--- config.mk ---
export PLATFORM = sky130hd
export DESIGN_NAME = rv_inst_encoder
export DESIGN_NICKNAME = d
export VERILOG_FILES = /design/src/rtl/rv_inst_encoder.sv
export SDC_FILE = /design/constraint.sdc
export NUM_CORES = 1
export LEC_CHECK = 0
export ABC_AREA = 1
export CORE_MARGIN = 2
export CORE_UTILIZATION = 32
export CTS_BUF_LIST = sky130_fd_sc_hd__clkbuf_4
export DETAILED_ROUTE_END_ITERATION = 10
export PLACE_DENSITY_LB_ADDON = 0.2
export REMOVE_ABC_BUFFERS = 1
export SLEW_MARGIN = 5
export SYNTH_ARGS = -nofsm -noshare
export SYNTH_HDL_FRONTEND = slang
export SYNTH_SLANG_ARGS = --single-unit
--- constraint.sdc ---
create_clock -name clk -period 2.3 [get_ports clk]
set_input_delay 0.46 -clock clk [delete_from_list [all_inputs] [get_ports clk]]
set_output_delay 0.46 -clock clk [all_outputs]
set_load 0.01 [all_outputs]
--- src/rtl/rv_inst_encoder.sv ---
// Streaming RV32I encoder: turns decoded field bundles (OP, OP-IMM, BRANCH, LUI)
// into packed instruction words behind a main output register and a one-entry skid buffer.
module rv_inst_encoder #(
  parameter int CNT_W = 16,
  parameter int ERR_W = 8
) (
  input  logic              clk,
  input  logic              reset,
  input  logic              in_valid,
  output logic              in_ready,
  input  logic [1:0]        in_cls,
  input  logic [2:0]        in_funct3,
  input  logic              in_alt,
  input  logic [4:0]        in_rd,
  input  logic [4:0]        in_rs1,
  input  logic [4:0]        in_rs2,
  input  logic [31:0]       in_imm,
  output logic              out_valid,
  input  logic              out_ready,
  output logic [31:0]       out_inst,
  output logic              out_err,
  output logic [CNT_W-1:0]  enc_cnt,
  output logic [ERR_W-1:0]  err_cnt
);

  localparam logic [31:0] NOP_INST = 32'h0000_0013;

  logic [31:0]      enc_inst;
  logic             enc_err;
  logic [6:0]       f7;
  logic             imm12_ok;
  logic             imm13_ok;
  logic             is_shift;

  logic             main_valid_q, main_valid_d;
  logic [31:0]      main_inst_q, main_inst_d;
  logic             main_err_q, main_err_d;
  logic             skid_valid_q, skid_valid_d;
  logic [31:0]      skid_inst_q, skid_inst_d;
  logic             skid_err_q, skid_err_d;
  logic [CNT_W-1:0] enc_cnt_q, enc_cnt_d;
  logic [ERR_W-1:0] err_cnt_q, err_cnt_d;
  logic             accept;
  logic             xfer;

  // Field packing and legality; an illegal bundle collapses to the canonical NOP.
  always_comb begin
    f7       = in_alt ? 7'b0100000 : 7'b0000000;
    imm12_ok = (&in_imm[31:11]) | ~(|in_imm[31:11]);
    imm13_ok = (&in_imm[31:12]) | ~(|in_imm[31:12]);
    is_shift = (in_funct3 == 3'b001) || (in_funct3 == 3'b101);
    enc_inst = 32'h0;
    enc_err  = 1'b0;
    case (in_cls)
      2'd0: begin
        enc_inst = {f7, in_rs2, in_rs1, in_funct3, in_rd, 7'b0110011};
        enc_err  = in_alt && !((in_funct3 == 3'b000) || (in_funct3 == 3'b101));
      end
      2'd1: begin
        if (is_shift) begin
          enc_inst = {f7, in_imm[4:0], in_rs1, in_funct3, in_rd, 7'b0010011};
          enc_err  = (|in_imm[31:5]) || (in_alt && (in_funct3 == 3'b001));
        end else begin
          enc_inst = {in_imm[11:0], in_rs1, in_funct3, in_rd, 7'b0010011};
          enc_err  = !imm12_ok || in_alt;
        end
      end
      2'd2: begin
        enc_inst = {in_imm[12], in_imm[10:5], in_rs2, in_rs1, in_funct3,
                    in_imm[4:1], in_imm[11], 7'b1100011};
        enc_err  = in_imm[0] || !imm13_ok ||
                   (in_funct3 == 3'b010) || (in_funct3 == 3'b011);
      end
      default: begin
        enc_inst = {in_imm[31:12], in_rd, 7'b0110111};
        enc_err  = |in_imm[11:0];
      end
    endcase
    if (enc_err) enc_inst = NOP_INST;
  end

  assign accept = in_valid && !skid_valid_q;
  assign xfer   = main_valid_q && out_ready;

  // Skid only fills when main is held; in_ready therefore depends on state alone.
  always_comb begin
    main_valid_d = main_valid_q;
    main_inst_d  = main_inst_q;
    main_err_d   = main_err_q;
    skid_valid_d = skid_valid_q;
    skid_inst_d  = skid_inst_q;
    skid_err_d   = skid_err_q;
    enc_cnt_d    = enc_cnt_q;
    err_cnt_d    = err_cnt_q;
    if (xfer) begin
      enc_cnt_d = enc_cnt_q + 1'b1;
      if (main_err_q && (err_cnt_q != {ERR_W{1'b1}})) err_cnt_d = err_cnt_q + 1'b1;
      if (skid_valid_q) begin
        main_inst_d  = skid_inst_q;
        main_err_d   = skid_err_q;
        skid_valid_d = 1'b0;
      end else if (accept) begin
        main_inst_d = enc_inst;
        main_err_d  = enc_err;
      end else begin
        main_valid_d = 1'b0;
      end
    end else if (accept) begin
      if (main_valid_q) begin
        skid_valid_d = 1'b1;
        skid_inst_d  = enc_inst;
        skid_err_d   = enc_err;
      end else begin
        main_valid_d = 1'b1;
        main_inst_d  = enc_inst;
        main_err_d   = enc_err;
      end
    end
  end

  always_ff @(posedge clk) begin
    if (reset) begin
      main_valid_q <= 1'b0;
      main_inst_q  <= 32'h0;
      main_err_q   <= 1'b0;
      skid_valid_q <= 1'b0;
      skid_inst_q  <= 32'h0;
      skid_err_q   <= 1'b0;
      enc_cnt_q    <= '0;
      err_cnt_q    <= '0;
    end else begin
      main_valid_q <= main_valid_d;
      main_inst_q  <= main_inst_d;
      main_err_q   <= main_err_d;
      skid_valid_q <= skid_valid_d;
      skid_inst_q  <= skid_inst_d;
      skid_err_q   <= skid_err_d;
      enc_cnt_q    <= enc_cnt_d;
      err_cnt_q    <= err_cnt_d;
    end
  end

  assign in_ready  = ~skid_valid_q;
  assign out_valid = main_valid_q;
  assign out_inst  = main_inst_q;
  assign out_err   = main_err_q;
  assign enc_cnt   = enc_cnt_q;
  assign err_cnt   = err_cnt_q;

endmodule

== After elaboration in Yosys (flattened, before gate mapping) ==
Index checks and enable logic that the tools add are counted.
Cells by class
  $add $sub $neg: 2
  multiplexer cells: 20
  reductions and logical operators: 32
  bitwise gates (word level): 6
  equal/unequal tests: 10
Operators by type and width (count)
  32-bit two-way mux: 7
  32-bit one-hot mux with 3 select lines: 1
  27-bit OR reduction: 1
  21-bit AND reduction: 1
  21-bit OR reduction: 1
  20-bit AND reduction: 1
  20-bit OR reduction: 1
  16-bit by 1-bit adder with 16-bit output (second input constant): 1
  12-bit OR reduction: 1
  1-bit two-way mux: 10
  3-bit AND reduction: 3
  8-bit by 1-bit adder with 8-bit output (second input constant): 1
  8-bit inequality test (second input constant): 1
  1-bit logical OR: 7
  3-bit by 2-bit == test with 1-bit output (second input constant): 2
  6-bit two-way mux: 1
  1-bit logical AND: 5
  1-bit logical NOT: 4
  2-bit inequality test (second input constant): 2
  1-bit NOT: 4
  2-bit AND reduction: 2
  2-bit nonzero test: 2
  3-bit by 1-bit == test with 1-bit output (second input constant): 1
  3-bit == test (second input constant): 1
  other kinds (8): 9
Word-level totals
  register bits: 92
  input bits: 57
  logic and storage cells: 78
  output and inout bits: 59

== Logic depth before layout (Yosys ltp) ==
  depth in word-level cells: 12
  mapped depth: 15
  depth with buffers taken out: 14

== Worst setup path after synthesis ==
Ideal clock, no wire load.
  kind: register to register
  start: register main_valid_q, in the netlist out_valid
  end: register main_err_q, in the netlist out_err
  data arrival time: 1.656 ns
  required time: 2.168 ns
  stages on the path, launching flop included: 9
  setup slack: 0.512 ns
  period minus slack after synthesis: 1.788 ns
  path buffers: 2
  library setup time: 0.132 ns
  cell sequence: dfxtp_1 nand2_4 ha_1 nor3_1 inv_1 buf_2 clkbuf_1 nand2_1 a21oi_1
On the way
  cells in the longest elaborated chain, start to end: 3
  elaborated cells between the ends (all ways): 5
  those cells by class: eq/ne (1); mux (1); reduce/logical (3)
Ends and longest elaborated chain
  from (decl): line 35  | logic main_valid_q, main_valid_d;
  from (signal assigned): line 132  | main_valid_q <= main_valid_d;
  1-bit logical AND: line 83  | assign xfer = main_valid_q && out_ready;
  2-bit by 1-bit inequality test with 1-bit output (no line) / 2-bit nonzero test (equally long branches)
  3-bit AND reduction (no line)
  to (signal assigned): line 134  | main_err_q <= main_err_d;
  to (decl): line 37  | logic main_err_q, main_err_d;
Parallel ways exist; a longest one is shown, timed or not.
A chain may end at the register's enable or synchronous reset.

== Worst setup path in the final report ==
  start: input in_imm[12]
  end: register main_inst_q[30], in the netlist out_inst[30]
On the way
  cells in the longest elaborated chain, start to end: 12
  elaborated cells between the ends (all ways): 24
  those cells by class: mux (8); bitwise (4); reduce/logical (12)
Ends and longest elaborated chain
  from (decl): line 17  | input logic [31:0] in_imm,
  20-bit OR reduction: line 50  | imm13_ok = (&in_imm[31:12]) | ~(|in_imm[31:12]);
  1-bit NOT: line 50
  1-bit OR: line 50
  1-bit logical NOT: line 71  | enc_err = in_imm[0] || !imm13_ok ||
  1-bit logical OR (2 in series): line 71
  1-bit logical OR: line 72  | (in_funct3 == 3'b010) || (in_funct3 == 3'b011);
  1-bit one-hot mux with 3 select lines (*): line 54  | case (in_cls)
  32-bit two-way mux (*): line 79  | if (enc_err) enc_inst = NOP_INST;
  32-bit two-way mux (on tied branches): line 109, 102
  32-bit two-way mux (on tied branches): line 108, 98
  32-bit two-way mux (*): line 95  | if (xfer) begin
  to (signal assigned): line 133  | main_inst_q <= main_inst_d;
  to (decl): line 36  | logic [31:0] main_inst_q, main_inst_d;
Mark *: on every way between the ends. The rest lies on a longest branch, timed or not. The select of a mux whose other input is x is not followed.

==> summary.md <==
| Metric | Value |
|---|---|
| Hold Vio Cnt, Final | 0 |
| Slew Limit Fails | 0 |
| Synth area leader | dfxtp_1 |
| Placer Congestion | 0.890 |
| Top cells by area, synth | dfxtp_1 (39%), nand2_1 (17%), a21oi_1 (9.4%) |
| Drt initial violations | 324 |
| Hold path startpoint | out_inst[31]$_SDFFE_PP0P_ |
| Largest net degree at the start of global routing | 62 |
| Number of antenna violations at the first check in global routing | 0 |
| Clock Path Buffers | 2 |
| CTS tree | built |
| Post-DP HPWL | 10,300 microns |
| Initial core utilization | 32.6% |
| First-pass DRT Iterations | 5 |
| Min Tclk post-route | 1.96 ns |
| Wire per inst | 13.3 microns |
| Reg-to-Reg End | err_cnt[7]$_SDFFE_PP0P_ |
| Final setup violation count | 0 |
| Vias in the first global route | 4,613 |
| # DRC | 0 |
| Hold slack | 0.477 ns |
| Post-synthesis sequential area ratio | 39.1% |
| Reg2reg start | err_cnt[0]$_SDFFE_PP0P_ |
| Worst Path Arrival | 2.34 ns |
| Most frequent cells in the layout | nand2_1 (201), clkdlybuf4s50_1 (114), nor2_1 (112), dfxtp_1 (88), a21oi_1 (85) |
| Inst Count DP | 1,011 |
| Sink Count | 88 |
| Critical Path Start Type | input pin |
| Root Buffer | clkbuf_4 |
| Top cell type's share of synthesized area | 39.1% |
| Die Ht | 123 microns |
| Clk slew on worst S/H paths | 0.11 ns |
| Fraction of layout cells with a size suffix above 1 | 8.74% |
| Library cells used by synthesis | 36 |
| Detailed Route WL | 13,600 microns |
| Peak supply drop | 0.000254 V |
| First-pass GRT wire length | 22,100 microns |
| Post-synthesis average cell area | 6.40 sq um |
| Clock Latency Late Sink | 0.46 ns |
| Tot GR Track Use | 18.6% |
| Yosys warning count | 0 |
| Hold-critical path depth | 2 |
| #FFs+latches synth | 88 |
| Remaining Overflow, GRT | 0 |
| Die area | 0.0150 sq mm |
| R2R setup slack | 0.44 ns |
| Ant diodes | 0 |
| CTS buffer count | 9 |
| Most common cell after layout, fill and taps aside | nand2_1 |
| Final antenna-violating net count | 0 |
| Resized cells post-CTS | 0 |
| RSZ-0062 raised after global routing | no |
| Via density per instance | 4.81 |
| Total Nets Final | 902 |
| Max Fanout on Critical Path | 8 |
| Post-synthesis cell area | 0.00451 sq mm |
| Outcome | complete, no violations |
| Hold path endpoint | out_inst[31]$_SDFFE_PP0P_ |
| Post-CTS setup buffer count | 0 |
| Cell count after synthesis | 704 |
| Setup crit end kind | register |
| I/O pins | 116 |
| CTS H-tree depth | 3 |
| Fmax | 0.510 GHz |
| Worst Setup Path Type | in2reg |
| Final period util | 85.3% |
| Row Count | 43 |
| Min-delay worst type | reg2reg |
| Setup Skew | 0.0208 ns |
| Required @ worst endpoint | 2.67 ns |
| DIE WIDTH | 123 microns |
| Leakage | 2.67 nW |
| Final cell count without fillers | 1,027 |
| # port buffers | 114 |
| PwrDens | 498 mW/mm^2 |
| Number of max-cap violations | 0 |
| Hold-fix buffers at CTS | 0 |
| Reg2Reg Depth | 10 |
| Vias | 4,941 |
| P&R area growth vs syn | 37.9% |
| Core area | 0.0138 sq mm |
critical path, cell delays in order:
cell and delay, ns:
clkdlybuf4s50_1 0.54, nor2_1 0.18, nand2_1 0.08, nor2_1 0.10, nand3_1 0.09, nand2_1 0.08, nand2_1 0.05, nand2_1 0.05
nand3_1 0.09, nand2_2 0.12, buf_4 0.18, nand2_1 0.08, nand2_1 0.06, nand2_1 0.04, a21oi_1 0.13
area by class of cell:
class	instances	area [sq um]
fillers	1441	7610
multi-input cells	524	2360
flip-flops and latches	88	1760
clock inverters	3	18.8
inverters	58	218
repair buffers	161	1530
well taps	180	225
clock buffers	13	97.6
worst max path at each step:
stage | startpoint | to | slack (ns) | cells after the start
floorplan | out_valid$_SDFFE_PP0P_ | skid_err_q$_SDFFE_PP0P_ | -0.23 | 4
global placement | in_imm[12] | out_inst[28]$_SDFFE_PP0P_ | -0.12 | 15
detailed placement | in_imm[12] | out_inst[30]$_SDFFE_PP0P_ | -0.14 | 15
CTS | out_valid$_SDFFE_PP0P_ | out_valid | 0.34 | 1
global route | in_imm[12] | out_inst[24]$_SDFFE_PP0P_ | 0.13 | 15
finish | in_imm[12] | out_inst[30]$_SDFFE_PP0P_ | 0.34 | 15
flip-flops by register name, indices dropped and copies added, names as in the netlist:
signal / cells
enc_cnt: 16
skid_valid_q: 1
err_cnt: 8
out_err: 1
skid_err_q: 1
out_inst: 30
skid_inst_q: 30
out_valid: 1
routing by layer:
| layer | global-route usage, % | vias to the layer above | routed length (microns) |
|---|---|---|---|
| li1 | - | 2553 | - |
| met1 | 25.5 | 2242 | 6470 |
| met2 | 29.1 | 133 | 6090 |
| met3 | 5.02 | 13 | 872 |
| met4 | 4.67 | 0 | 200 |
| met5 | 0 | - | 0 |
cells in the mapped netlist (all sizes together):
library cell  count
inv              57
dfxtp            88
o221ai            2
a32oi             1
nor4              2
o22ai             5
and3              1
a21o              1
nor3b             2
ha                3
o21ai            61
a2111oi           1
nand4             8
nand3            14
a31oi             2
buf              11
nor2            116
nand2           203
xor2              2
a21oi            85
conb              1
nor3             11
dlygate4sd1       1
clkinv            1
clkbuf           22
o211ai            3
kinds of logic (layout without fill, tap and decap cells):
group	Yosys count	count (layout)	share of synthesized area (%)
xor+xnor	2	2	0.389
other cells	1	1	0.0832
compound gates	161	161	18.6
simple gates	357	357	32.4
flops	88	88	39.1
fa+ha+maj	3	3	0.833
buf+inv	92	235	8.61
power breakdown:
part           switching, mW  internal (mW)  leakage, nW  total, mW
registers             0.0373           1.59        0.714       1.63
logic                  0.363          0.309         1.89      0.672
clock network          0.529          0.268       0.0617      0.798
through the flow:
| step | setup WS [ns] | power, mW | instance area [sq um] | TNS [ns] | util, % |
|---|---|---|---|---|---|
| floorplan | -0.233 | 1.96 | 4340 | -6.82 | - |
| global placement | -0.120 | 2.32 | 6100 | -2.41 | 44.1 |
| detailed placement | -0.137 | 2.33 | 6100 | -3.02 | 44.1 |
| CTS | 0.335 | 3.14 | 6210 | 0 | 44.9 |
| global route | 0.132 | 3.27 | 6210 | 0 | 44.9 |
| finish | 0.338 | 3.10 | 6210 | 0 | 44.9 |
Power figures use the tool's default switching activity.
